### src/rtl/mem_wb_writeback.sv
// MEM/WB boundary: ALU results are written back 1 cycle after accept; loads take L+2 cycles.
// ex_mem_ready drops while a load is outstanding and rises again on the cycle the load data is written.
module mem_wb_writeback #(
    parameter int DATA_W   = 32,
    parameter int REG_AW   = 4,
    parameter int MAX_WAIT = 15
) (
    input  logic              clk,
    input  logic              rst,
    input  logic              ex_mem_valid,
    output logic              ex_mem_ready,
    input  logic              ex_mem_enrw,
    input  logic              ex_mem_mreg,
    input  logic [REG_AW-1:0] ex_mem_wn,
    input  logic [DATA_W-1:0] ex_mem_alu_res,
    output logic              mem_rd_req,
    output logic [DATA_W-1:0] mem_rd_addr,
    input  logic              mem_rd_valid,
    input  logic [DATA_W-1:0] mem_rd_data,
    output logic              M_WB_EnRW,
    output logic [REG_AW-1:0] M_WB_WN,
    output logic [DATA_W-1:0] M_WB_WD,
    output logic              load_pending,
    output logic [REG_AW-1:0] load_wn,
    output logic              mem_timeout
);

    localparam int CNT_W = 8;

    typedef enum logic {S_IDLE = 1'b0, S_WAIT = 1'b1} state_t;

    state_t              state_q, state_d;
    logic [CNT_W-1:0]    cnt_q, cnt_d;
    logic [CNT_W-1:0]    cnt_inc;
    logic                wb_en_q, wb_en_d;
    logic [REG_AW-1:0]   wb_wn_q, wb_wn_d;
    logic [DATA_W-1:0]   wb_wd_q, wb_wd_d;
    logic                ld_en_q, ld_en_d;
    logic [REG_AW-1:0]   ld_wn_q, ld_wn_d;
    logic [DATA_W-1:0]   addr_q, addr_d;
    logic                tmo_q, tmo_d;
    logic                accept;
    logic                timeout_hit;

    assign accept      = ex_mem_valid & ex_mem_ready;
    assign cnt_inc     = cnt_q + CNT_W'(1);
    // Read data on the final wait edge beats the timeout.
    assign timeout_hit = !mem_rd_valid && (cnt_inc == CNT_W'(MAX_WAIT));

    always_ff @(posedge clk or negedge rst) begin
        if (!rst) state_q <= S_IDLE;
        else      state_q <= state_d;
    end

    always_comb begin
        state_d = state_q;
        case (state_q)
            S_IDLE: if (accept && ex_mem_mreg)         state_d = S_WAIT;
            S_WAIT: if (mem_rd_valid || timeout_hit)   state_d = S_IDLE;
            default:                                   state_d = S_IDLE;
        endcase
    end

    always_comb begin
        ex_mem_ready = (state_q == S_IDLE);
        mem_rd_req   = (state_q == S_WAIT);
        load_pending = (state_q == S_WAIT);
    end

    always_comb begin
        wb_en_d = 1'b0;
        wb_wn_d = wb_wn_q;
        wb_wd_d = wb_wd_q;
        ld_en_d = ld_en_q;
        ld_wn_d = ld_wn_q;
        addr_d  = addr_q;
        cnt_d   = cnt_q;
        tmo_d   = 1'b0;
        case (state_q)
            S_IDLE: begin
                if (accept) begin
                    if (ex_mem_mreg) begin
                        ld_en_d = ex_mem_enrw;
                        ld_wn_d = ex_mem_wn;
                        addr_d  = ex_mem_alu_res;
                        cnt_d   = '0;
                    end else begin
                        wb_en_d = ex_mem_enrw && (ex_mem_wn != '0);
                        wb_wn_d = ex_mem_wn;
                        wb_wd_d = ex_mem_alu_res;
                    end
                end
            end
            S_WAIT: begin
                if (mem_rd_valid) begin
                    wb_en_d = ld_en_q && (ld_wn_q != '0);
                    wb_wn_d = ld_wn_q;
                    wb_wd_d = mem_rd_data;
                    cnt_d   = '0;
                end else if (timeout_hit) begin
                    tmo_d   = 1'b1;
                    cnt_d   = '0;
                end else begin
                    cnt_d   = cnt_inc;
                end
            end
            default: ;
        endcase
    end

    always_ff @(posedge clk or negedge rst) begin
        if (!rst) begin
            cnt_q   <= '0;
            wb_en_q <= 1'b0;
            wb_wn_q <= '0;
            wb_wd_q <= '0;
            ld_en_q <= 1'b0;
            ld_wn_q <= '0;
            addr_q  <= '0;
            tmo_q   <= 1'b0;
        end else begin
            cnt_q   <= cnt_d;
            wb_en_q <= wb_en_d;
            wb_wn_q <= wb_wn_d;
            wb_wd_q <= wb_wd_d;
            ld_en_q <= ld_en_d;
            ld_wn_q <= ld_wn_d;
            addr_q  <= addr_d;
            tmo_q   <= tmo_d;
        end
    end

    assign mem_rd_addr = addr_q;
    assign M_WB_EnRW   = wb_en_q;
    assign M_WB_WN     = wb_wn_q;
    assign M_WB_WD     = wb_wd_q;
    assign load_wn     = ld_wn_q;
    assign mem_timeout = tmo_q;

endmodule
### config.mk
export PLATFORM = sky130hd
export DESIGN_NAME = mem_wb_writeback
export DESIGN_NICKNAME = d
export VERILOG_FILES = /design/src/rtl/mem_wb_writeback.sv
export SDC_FILE = /design/constraint.sdc
export NUM_CORES = 1
export LEC_CHECK = 0
export CAP_MARGIN = 20
export CORE_MARGIN = 4
export CORE_UTILIZATION = 40
export DETAILED_ROUTE_END_ITERATION = 16
export PLACE_DENSITY_LB_ADDON = 0.08
export SYNTH_ARGS = -nofsm -noshare
export SYNTH_HDL_FRONTEND = slang
export SYNTH_SLANG_ARGS = --single-unit
### constraint.sdc
create_clock -name clk -period 2.2 [get_ports clk]
set_clock_uncertainty 0.05 [all_clocks]
set_input_delay 0.44 -clock clk [delete_from_list [all_inputs] [get_ports clk]]
set_output_delay 0.44 -clock clk [all_outputs]
set_load 0.1 [all_outputs]
### Word level (Yosys, flattened, before mapping)

Cells that the tools add are included.

| storage, ports and cells | value |
|---|---|
| memory bits (writable) | 0 |
| latch bits | 0 |
| memories kept | 0 |
| bits in registers | 84 |
| memory bits (read-only) | 0 |

| cells by class | value |
|---|---|
| shift-type cells | 0 |
| muxes and demuxes | 23 |
| div/mod/pow operators | 0 |
| reduce and logical (&&, ||, !) cells | 11 |
| $mul | 0 |
| equal/unequal tests | 5 |
| magnitude comparators | 0 |
| bitwise operators | 2 |
| add/sub/neg operators | 1 |

Operator list:

| operator | count |
|---|---|
| $mux W32 | 3 |
| $pmux W32 S2 | 1 |
| $mux W8 | 4 |
| $pmux W8 S2 | 1 |
| $mux W4 | 3 |
| $add A8 B1 Y8 const B | 1 |
| $eq A8 B4 Y1 const B | 1 |
| $mux W1 | 8 |
| $pmux W4 S2 | 1 |
| $reduce_bool A4 Y1 | 2 |
| $reduce_and A3 Y1 | 2 |
| $logic_and A1 B1 Y1 | 4 |
| $ne A2 B1 Y1 const B | 2 |
| $ne A2 B2 Y1 const B | 2 |
| $pmux W1 S2 | 2 |
| $reduce_and A2 Y1 | 1 |
| $and A1 B1 Y1 | 1 |
| $logic_not A1 Y1 | 1 |
| $logic_or A1 B1 Y1 | 1 |
| $not A1 Y1 | 1 |

### Longest topological paths before layout

Gate-level depths: netlist (run 1).

| depth | value |
|---|---|
| word-level depth | 6 |
| mapped depth | 7 |

### Least setup slack after synthesis (run 1)

Ideal clock, no wire load.

| timing | value |
|---|---|
| kind | reg-to-reg |
| start | reg state_q, in the netlist load_pending |
| end | reg addr_q[15], in the netlist mem_rd_addr[15] |
| stages on the path, launching flop included | 7 |
| path slack | -0.161 ns |
| required time | 2.024 ns |
| setup time | 0.126 ns |
| data arrival time | 2.185 ns |
| cell sequence | dfrtp_1 > buf_4 > inv_2 > nand3_1 > buf_4 > buf_6 > mux2_2 |

| on the way | value |
|---|---|
| cells in the longest elaborated chain, start to end | 3 |

RTL lines:

| what | line | source |
|---|---|---|
| from (decl) | 32 | `state_t state_q, state_d;` |
| from (signal assigned) | 52 | `else state_q <= state_d;` |
| $not A1 Y1 (no line) * | -- |  |
| via ex_mem_ready | 11 | `output logic ex_mem_ready,` |
| $and A1 B1 Y1 | 45 | `assign accept = ex_mem_valid & ex_mem_ready;` |
| $reduce_and A3 Y1 (no line) * | -- |  |
| to (signal assigned) | 128 | `addr_q <= addr_d;` |
| to (decl) | 40 | `logic [DATA_W-1:0] addr_q, addr_d;` |

Mark *: on every way through the listed nets, which the timed path passes. The rest lies on a longest branch.
A chain may end at the register's enable or synchronous reset.

### Worst setup path after layout (run 1)

| timing | value |
|---|---|
| start | reg cnt_q[0] |
| end | reg cnt_q[2] |

| on the way | value |
|---|---|
| cells in the longest elaborated chain, start to end | 6 |

RTL lines:

| what | line | source |
|---|---|---|
| from (decl) | 33 | `logic [CNT_W-1:0] cnt_q, cnt_d;` |
| from (signal assigned) | 122 | `cnt_q <= cnt_d;` |
| $add A8 B1 Y8 * | 46 | `assign cnt_inc = cnt_q + CNT_W'(1);` |
| $eq A8 B4 Y1 | 48 | `assign timeout_hit = !mem_rd_valid && (cnt_inc == CNT_W'(MAX_WAIT));` |
| $logic_and A1 B1 Y1 | 48 |  |
| $mux W8 * | 100 | `end else if (timeout_hit) begin` |
| $mux W8 * | 95 | `if (mem_rd_valid) begin` |
| $pmux W8 S2 * | 79 | `case (state_q)` |

Every way passes the cells marked *; elsewhere a longest branch is shown, timed or not.

==> results of run 1 <==
==> flip-flops by register name, indices dropped and copies added, names as in the netlist <==
register and flops:
M_WB_EnRW 1, M_WB_WN 4, mem_timeout 1, mem_rd_addr 32, ld_en_q 1, load_wn 4
cnt_q 8, load_pending 1, M_WB_WD 32
==> layer usage <==
metal | wire (um) | vias to the layer above
met3 | 779 | 11
met4 | 121 | 0
met1 | 3751 | 1347
met5 | 0 | -
li1 | - | 1385
met2 | 4417 | 98
==> path summary, 6_finish.rpt <==
check	end	slack [ns]	cells past startpoint
max	cnt_q[2]$_DFFE_PN0P_	0.42	5
min	mem_rd_addr[4]$_DFFE_PN0P_	0.46	1
max reg2reg	cnt_q[2]$_DFFE_PN0P_	0.42	5
min reg2reg	mem_rd_addr[4]$_DFFE_PN0P_	0.46	1
max in group asynchronous	mem_rd_addr[22]$_DFFE_PN0P_	0.99	3
min in group asynchronous	cnt_q[7]$_DFFE_PN0P_	0.53	2
==> stage by stage <==
stage | power [W] | hold slack, ns
5_1_grt | 0.007178 | 0.4662
3_5_place_dp | 0.005779 | 0.3755
3_3_place_gp | 0.005745 | 0.3730
6_report | 0.006877 | 0.4577
2_1_floorplan | 0.004879 | 0.09441
4_1_cts | 0.006961 | 0.4637
==> kinds of logic (layout without fill, tap and decap cells) <==
kind of cell	after synthesis	in the layout
AND/OR/NAND/NOR	66	66
buffers and inverters	23	178
multiplexers	73	73
flip-flops	84	84
AO/OA/AOI/OAI	57	57
adder cells (fa/ha/maj)	2	2
==> power groups by stage <==
stage               Sequential [W]  Clock [W]  Combinational [W]
global route               0.00211    0.00127            0.00379
finish                     0.00206    0.00115            0.00366
global placement           0.00208          0            0.00367
CTS                        0.00207    0.00121            0.00369
detailed placement         0.00209          0            0.00369
floorplan                  0.00436          0           0.000522
==> worst max-delay path: stages, from the launching register on <==
cell and delay [ns]:
dfrtp_1 0.45, ha_1 0.28, nor4bb_1 0.36, o211ai_2 0.20, a31oi_1 0.21, o22ai_1 0.11
==> cell type report <==
class	instances	area, um^2
tap	108	135.1
fill	759	3491
sequential	84	2103
inverter	4	15.01
multi-input combinational	198	1446
clock buffer	11	131.4
clock inverter	4	75.07
timing repair buffer	159	1451
==> cells in the final DEF (no fill, tap or decap), types with 2 or more instances in the layout <==
cell             count
a21oi_1             39
nor2_1              37
o22ai_1              2
dfrtp_1             83
inv_1                3
bufinv_16            2
clkbuf_1             2
buf_4               80
nand2_1             11
clkdlybuf4s50_1     72
clkbuf_8             9
mux2i_1             36
o21ai_0              5
nor4bb_1             2
mux2_2              37
a31oi_1              2
nand3_1              3
clkinvlp_4           2
ha_1                 2
o41ai_1              2
nand3_2              2
nor3_1               2
buf_12               6
nor4_1               2
==> impl_metrics.json, run 1 <==
{
  "synth_xor_area_share_pct": 0,
  "syn_nets": 381,
  "cp.arrival_ns": 1.94,
  "dpl_cell_area_um2": 5141,
  "stdcell_count": 568,
  "cts_tree": "done",
  "drt_iter0_drc": 57,
  "finalSetupTns_ns": 0,
  "synth_area_leader_cell": "dfrtp_1",
  "relSlewSlack_pct": 69.73,
  "gp_congestion": 0.7666,
  "finalMaxSlewViolations": 0,
  "synthSimpleGateAreaFrac_pct": 8.333,
  "rsz0062_at_grt": "no",
  "setup_viol": 0,
  "wire_per_inst_um": 15.97,
  "clock_latency_ns": 0.34,
  "power_frac_clock_pct": 16.8,
  "wl_um": 9069,
  "rows": 34,
  "crit_type": "flip-flop to flip-flop",
  "layout-drive-gt1-share_pct": 31.52,
  "timing.hold.worst.start": "mem_rd_addr[4]$_DFFE_PN0P_",
  "comb_power_share_pct": 53.2,
  "netlist_area_um2": 3694,
  "worst_slack_ns": 0.4226,
  "maxCapViolations": 0,
  "fmaxAchievable_mhz": 562.6,
  "htree_levels": 3,
  "synth_edf_count": 0,
  "synthFlopType": "dfrtp_1",
  "critPathLaunch": "cnt_q[0]$_DFFE_PN0P_",
  "busiest_layer": "met2",
  "synth_cells": 305,
  "cts.path.max_buffers": 2,
  "pre_cts_slack_ns": 0.2553,
  "fin_util_pct": 60.55,
  "dp_hpwl_um": 6747,
  "area_growth_pct": 45.05,
  "synth_fa_ha_area_share_pct": 0.6775,
  "start_util_pct": 41.74,
  "io_pins": 151,
  "clock-sinks": 84,
  "syn_area_per_cell_um2": 12.11,
  "outcome": "finished, final reports clean",
  "critPathRequiredTime_ns": 2.37,
  "n_antenna_cell": 0,
  "viasPerCell": 5.002,
  "first_global_vias": 3042,
  "dpl.cell_count": 552,
  "critPathMaxFanout": 7,
  "synth_commonest_cells": "dfrtp_1, a21oi_1, mux2_2, nor2_1, mux2i_1",
  "post-route-period-util_pct": 80.79,
  "first_pass_iters": 4,
  "ctsRootBufferMaster": "clkbuf_8",
  "dieArea_um2": 10830,
  "ant_nets": 0,
  "p_leak_nw": 2.341,
  "rr_startpoint": "cnt_q[0]$_DFFE_PN0P_",
  "ys_async_sr_fraction_pct": 100.0,
  "path_clk_slew_ns": 0.07,
  "cp-end-kind": "flip-flop",
  "muxShareOfSynthArea_pct": 21.04,
  "p_sw_share_pct": 51.74,
  "ys_seq_area_share_pct": 56.91,
  "hold_violations": 0,
  "synth_top_family_by_area": "multiplexers",
  "grtUsageMet3_pct": 6.890,
  "final_cell_area_um2": 5358,
  "grt.total_usage_pct": 17.31,
  "vias": 2841,
  "portBuffers": 150,
  "grt_first_pass_wirelength_um": 15150,
  "antenna_found_initial": 0,
  "synth.most_common_cell": "dfrtp_1",
  "p_int_w": 0.003319,
  "synth_area_leaders": "dfrtp_1, mux2_2, mux2i_1, a21oi_1, nor2_1",
  "cts_resized": 0,
  "synth_top_area_share_pct": 56.91,
  "grt_max_degree": 43,
  "die_w_um": 104.1,
  "postCtsSetupBuffers": 0,
  "hold_class": "flip-flop to flip-flop",
  "cts_buffers": 9,
  "worstSetupStartpointType": "flip-flop",
  "grt-ovfl-total": 0,
  "power.switching_w": 0.003558,
  "p_per_area_nw_per_um2": 1284,
  "nets": 532,
  "die_y_um": 104.1,
  "synth_compound_area_share_pct": 8.943,
  "tightest_slew_ns": 0.4541,
  "coreArea_um2": 8848,
  "seqPwrFrac_pct": 30.0,
  "vdd.ir_drop.worst_uv": 685.6,
  "grt_use_met2_pct": 28.97,
  "synth.distinct_cells": 37,
  "ys_ff_latch": 84,
  "synth-warning-count": 0,
  "period_minus_slack_ns": 1.777,
  "use_met1_pct": 20.10,
  "cts_hold_buf": 1,
  "drc": 0
}
Power figures use the tool's default switching activity.
==> run 2: changes to the inputs <==
Settings changed: CORE_UTILIZATION 40 to 39.
Clock period 2.2 ns to 1.6 ns, I/O delays scaled along.
==> run 2 against run 1 <==
The run now ends with setup timing left. Critical path type unchanged. Via count is 7.3% higher. Maximum frequency increased by 6.3%. First-iteration DRC count increased by 39%. Largest power group unchanged. Sequential power grew 50%. Highest routed layer unchanged. Sequential share of layout area decreased by 8.8 points. Critical path depth up 1. Global-route usage rose by 0.92 points.
==> impl_metrics.json, run 2 (synthesized netlist as in run 1, its figures left out) <==
{
  "portBuffers": 150,
  "comb_power_share_pct": 57.4,
  "area_growth_pct": 87.06,
  "setup_viol": 24,
  "layout_commonest_cell": "buf_12",
  "p_total_w": 0.01137,
  "cts.path.max_buffers": 2,
  "finalSetupTns_ns": -0.5914,
  "p_sw_share_pct": 47.09,
  "die_y_um": 105.3,
  "htree_levels": 3,
  "coreArea_um2": 9240,
  "viasPerCell": 4.998,
  "path_clk_slew_ns": 0.09,
  "post-route-period-util_pct": 104.5,
  "rows": 35,
  "grt.total_usage_pct": 18.24,
  "cts_buffers": 9,
  "hold_violations": 0,
  "grt_max_degree": 47,
  "rsz0062_at_grt": "yes",
  "outcome": "finished with violations",
  "power.switching_w": 0.005357,
  "drt_iter0_drc": 79,
  "maxCapViolations": 0,
  "dp_hpwl_um": 7433,
  "critPathRequiredTime_ns": 1.79,
  "hold_class": "primary input to async pin",
  "first_global_vias": 3150,
  "grt_first_pass_wirelength_um": 16080,
  "nets": 554,
  "clock_latency_ns": 0.36,
  "ctsRootBufferMaster": "clkbuf_8",
  "clock-sinks": 84,
  "period_minus_slack_ns": 1.673,
  "antenna_found_initial": 0,
  "cp.arrival_ns": 1.86,
  "critPathMaxFanout": 7,
  "p_leak_nw": 2.908,
  "tightest_slew_ns": 0.4048,
  "holdWs_ns": 0.3339,
  "drc": 0,
  "final_cell_mix": "buf_12, dfrtp_1, clkdlybuf4s50_1, mux2_2, mux2i_1",
  "io_pins": 151,
  "violations": "setup timing",
  "dieArea_um2": 11090,
  "n_antenna_cell": 0,
  "gp_congestion": 0.7597,
  "start_util_pct": 39.97,
  "dpl_cell_area_um2": 6257,
  "p_int_w": 0.006017,
  "ant_nets": 0,
  "die_w_um": 105.3,
  "vdd.ir_drop.worst_uv": 959.9,
  "power_frac_clock_pct": 15.6,
  "grt-ovfl-total": 0,
  "worstSetupStartpointType": "flip-flop",
  "cts_tree": "done",
  "p_per_area_nw_per_um2": 1646,
  "wire_per_inst_um": 18.09,
  "worst_slack_ns": -0.07271,
  "fmaxAchievable_mhz": 597.8,
  "finalMaxSlewViolations": 0,
  "first_pass_iters": 4,
  "final_cell_area_um2": 6909,
  "cp-end-kind": "flip-flop",
  "wl_um": 11040,
  "relSlewSlack_pct": 72.80,
  "vias": 3049,
  "seqPwrFrac_pct": 27.0,
  "layout-drive-gt1-share_pct": 42.62,
  "crit_type": "flip-flop to flip-flop"
}
run 2: metal layers:
layer / up-vias / global-route usage [%] / routed length [um] / part of all wire (%)
met1: 1497 / 21.04 / 4232 / 38
met2: 112 / 30.19 / 5610 / 51
met5: - / 0 / 0 / 0
met3: 15 / 7.777 / 1035 / 9.4
met4: 0 / 6.560 / 157 / 1.4
li1: 1425 / - / - / -
run 2: path summary, 6_finish.rpt:
check	startpoint	end	slack, ns	cells past startpoint
worst max-delay path	load_pending$_DFF_PN0_	M_WB_WD[14]$_DFFE_PN0P_	-0.07	6
worst min-delay path	rst	M_WB_WN[1]$_DFFE_PN0P_	0.33	2
worst max register to register	load_pending$_DFF_PN0_	M_WB_WD[14]$_DFFE_PN0P_	-0.07	6
worst min register to register	ld_en_q$_DFFE_PN0P_	ld_en_q$_DFFE_PN0P_	0.46	1
max in group asynchronous	rst	cnt_q[0]$_DFFE_PN0P_	0.62	3
min in group clk	ld_en_q$_DFFE_PN0P_	ld_en_q$_DFFE_PN0P_	0.46	1
run 2: area by class of cell:
class / count / area (um^2)
Clock buffer: 9 / 123.9
Clock inverter: 5 / 102.6
Fill cell: 605 / 2331
Inverter: 4 / 31.28
Multi-Input combinational cell: 198 / 1639
Sequential cell: 84 / 2107
Tap cell: 129 / 161.4
Timing Repair Buffer: 181 / 2744
run 2: per-stage QoR:
| stage | util, % | std cells | setup WS [ns] |
|---|---|---|---|
| after floorplan | - | 305 | -0.1001 |
| after global placement | 67.72 | 583 | -0.1453 |
| after detailed placement | 67.72 | 583 | -0.2139 |
| after CTS | 70.95 | 601 | -0.01715 |
| after global routing | 74.77 | 610 | -0.1499 |
| final | 74.77 | 610 | -0.07271 |
run 2: power by group through the flow:
stage | Clock (W) | Combinational, W | Sequential [W]
final | 0.00177 | 0.00652 | 0.00308
after global routing | 0.00191 | 0.00671 | 0.00313
after global placement | 0 | 0.00623 | 0.00309
after floorplan | 0 | 0.000761 | 0.00599
after detailed placement | 0 | 0.00626 | 0.00311
after CTS | 0.00181 | 0.00631 | 0.00306
run 2: what timing repair did:
| action | in CTS | in global routing |
|---|---|---|
| pin swaps | 5 | 7 |
| hold endpoints to repair | 16 | 0 |
| cloned | 0 | 5 |
| resized for setup | 4 | 47 |
| setup endpoints to repair | 7 | 45 |
| hold buffers | 1 | 0 |
| setup buffers | 3 | 4 |
run 2: worst max-delay path, cell delays in order, from the launching register on:
cell and delay (ns):
dfrtp_4 0.52, buf_6 0.14, nor3b_4 0.21, a21o_4 0.25, buf_12 0.15, clkbuf_16 0.16, a21oi_2 0.06
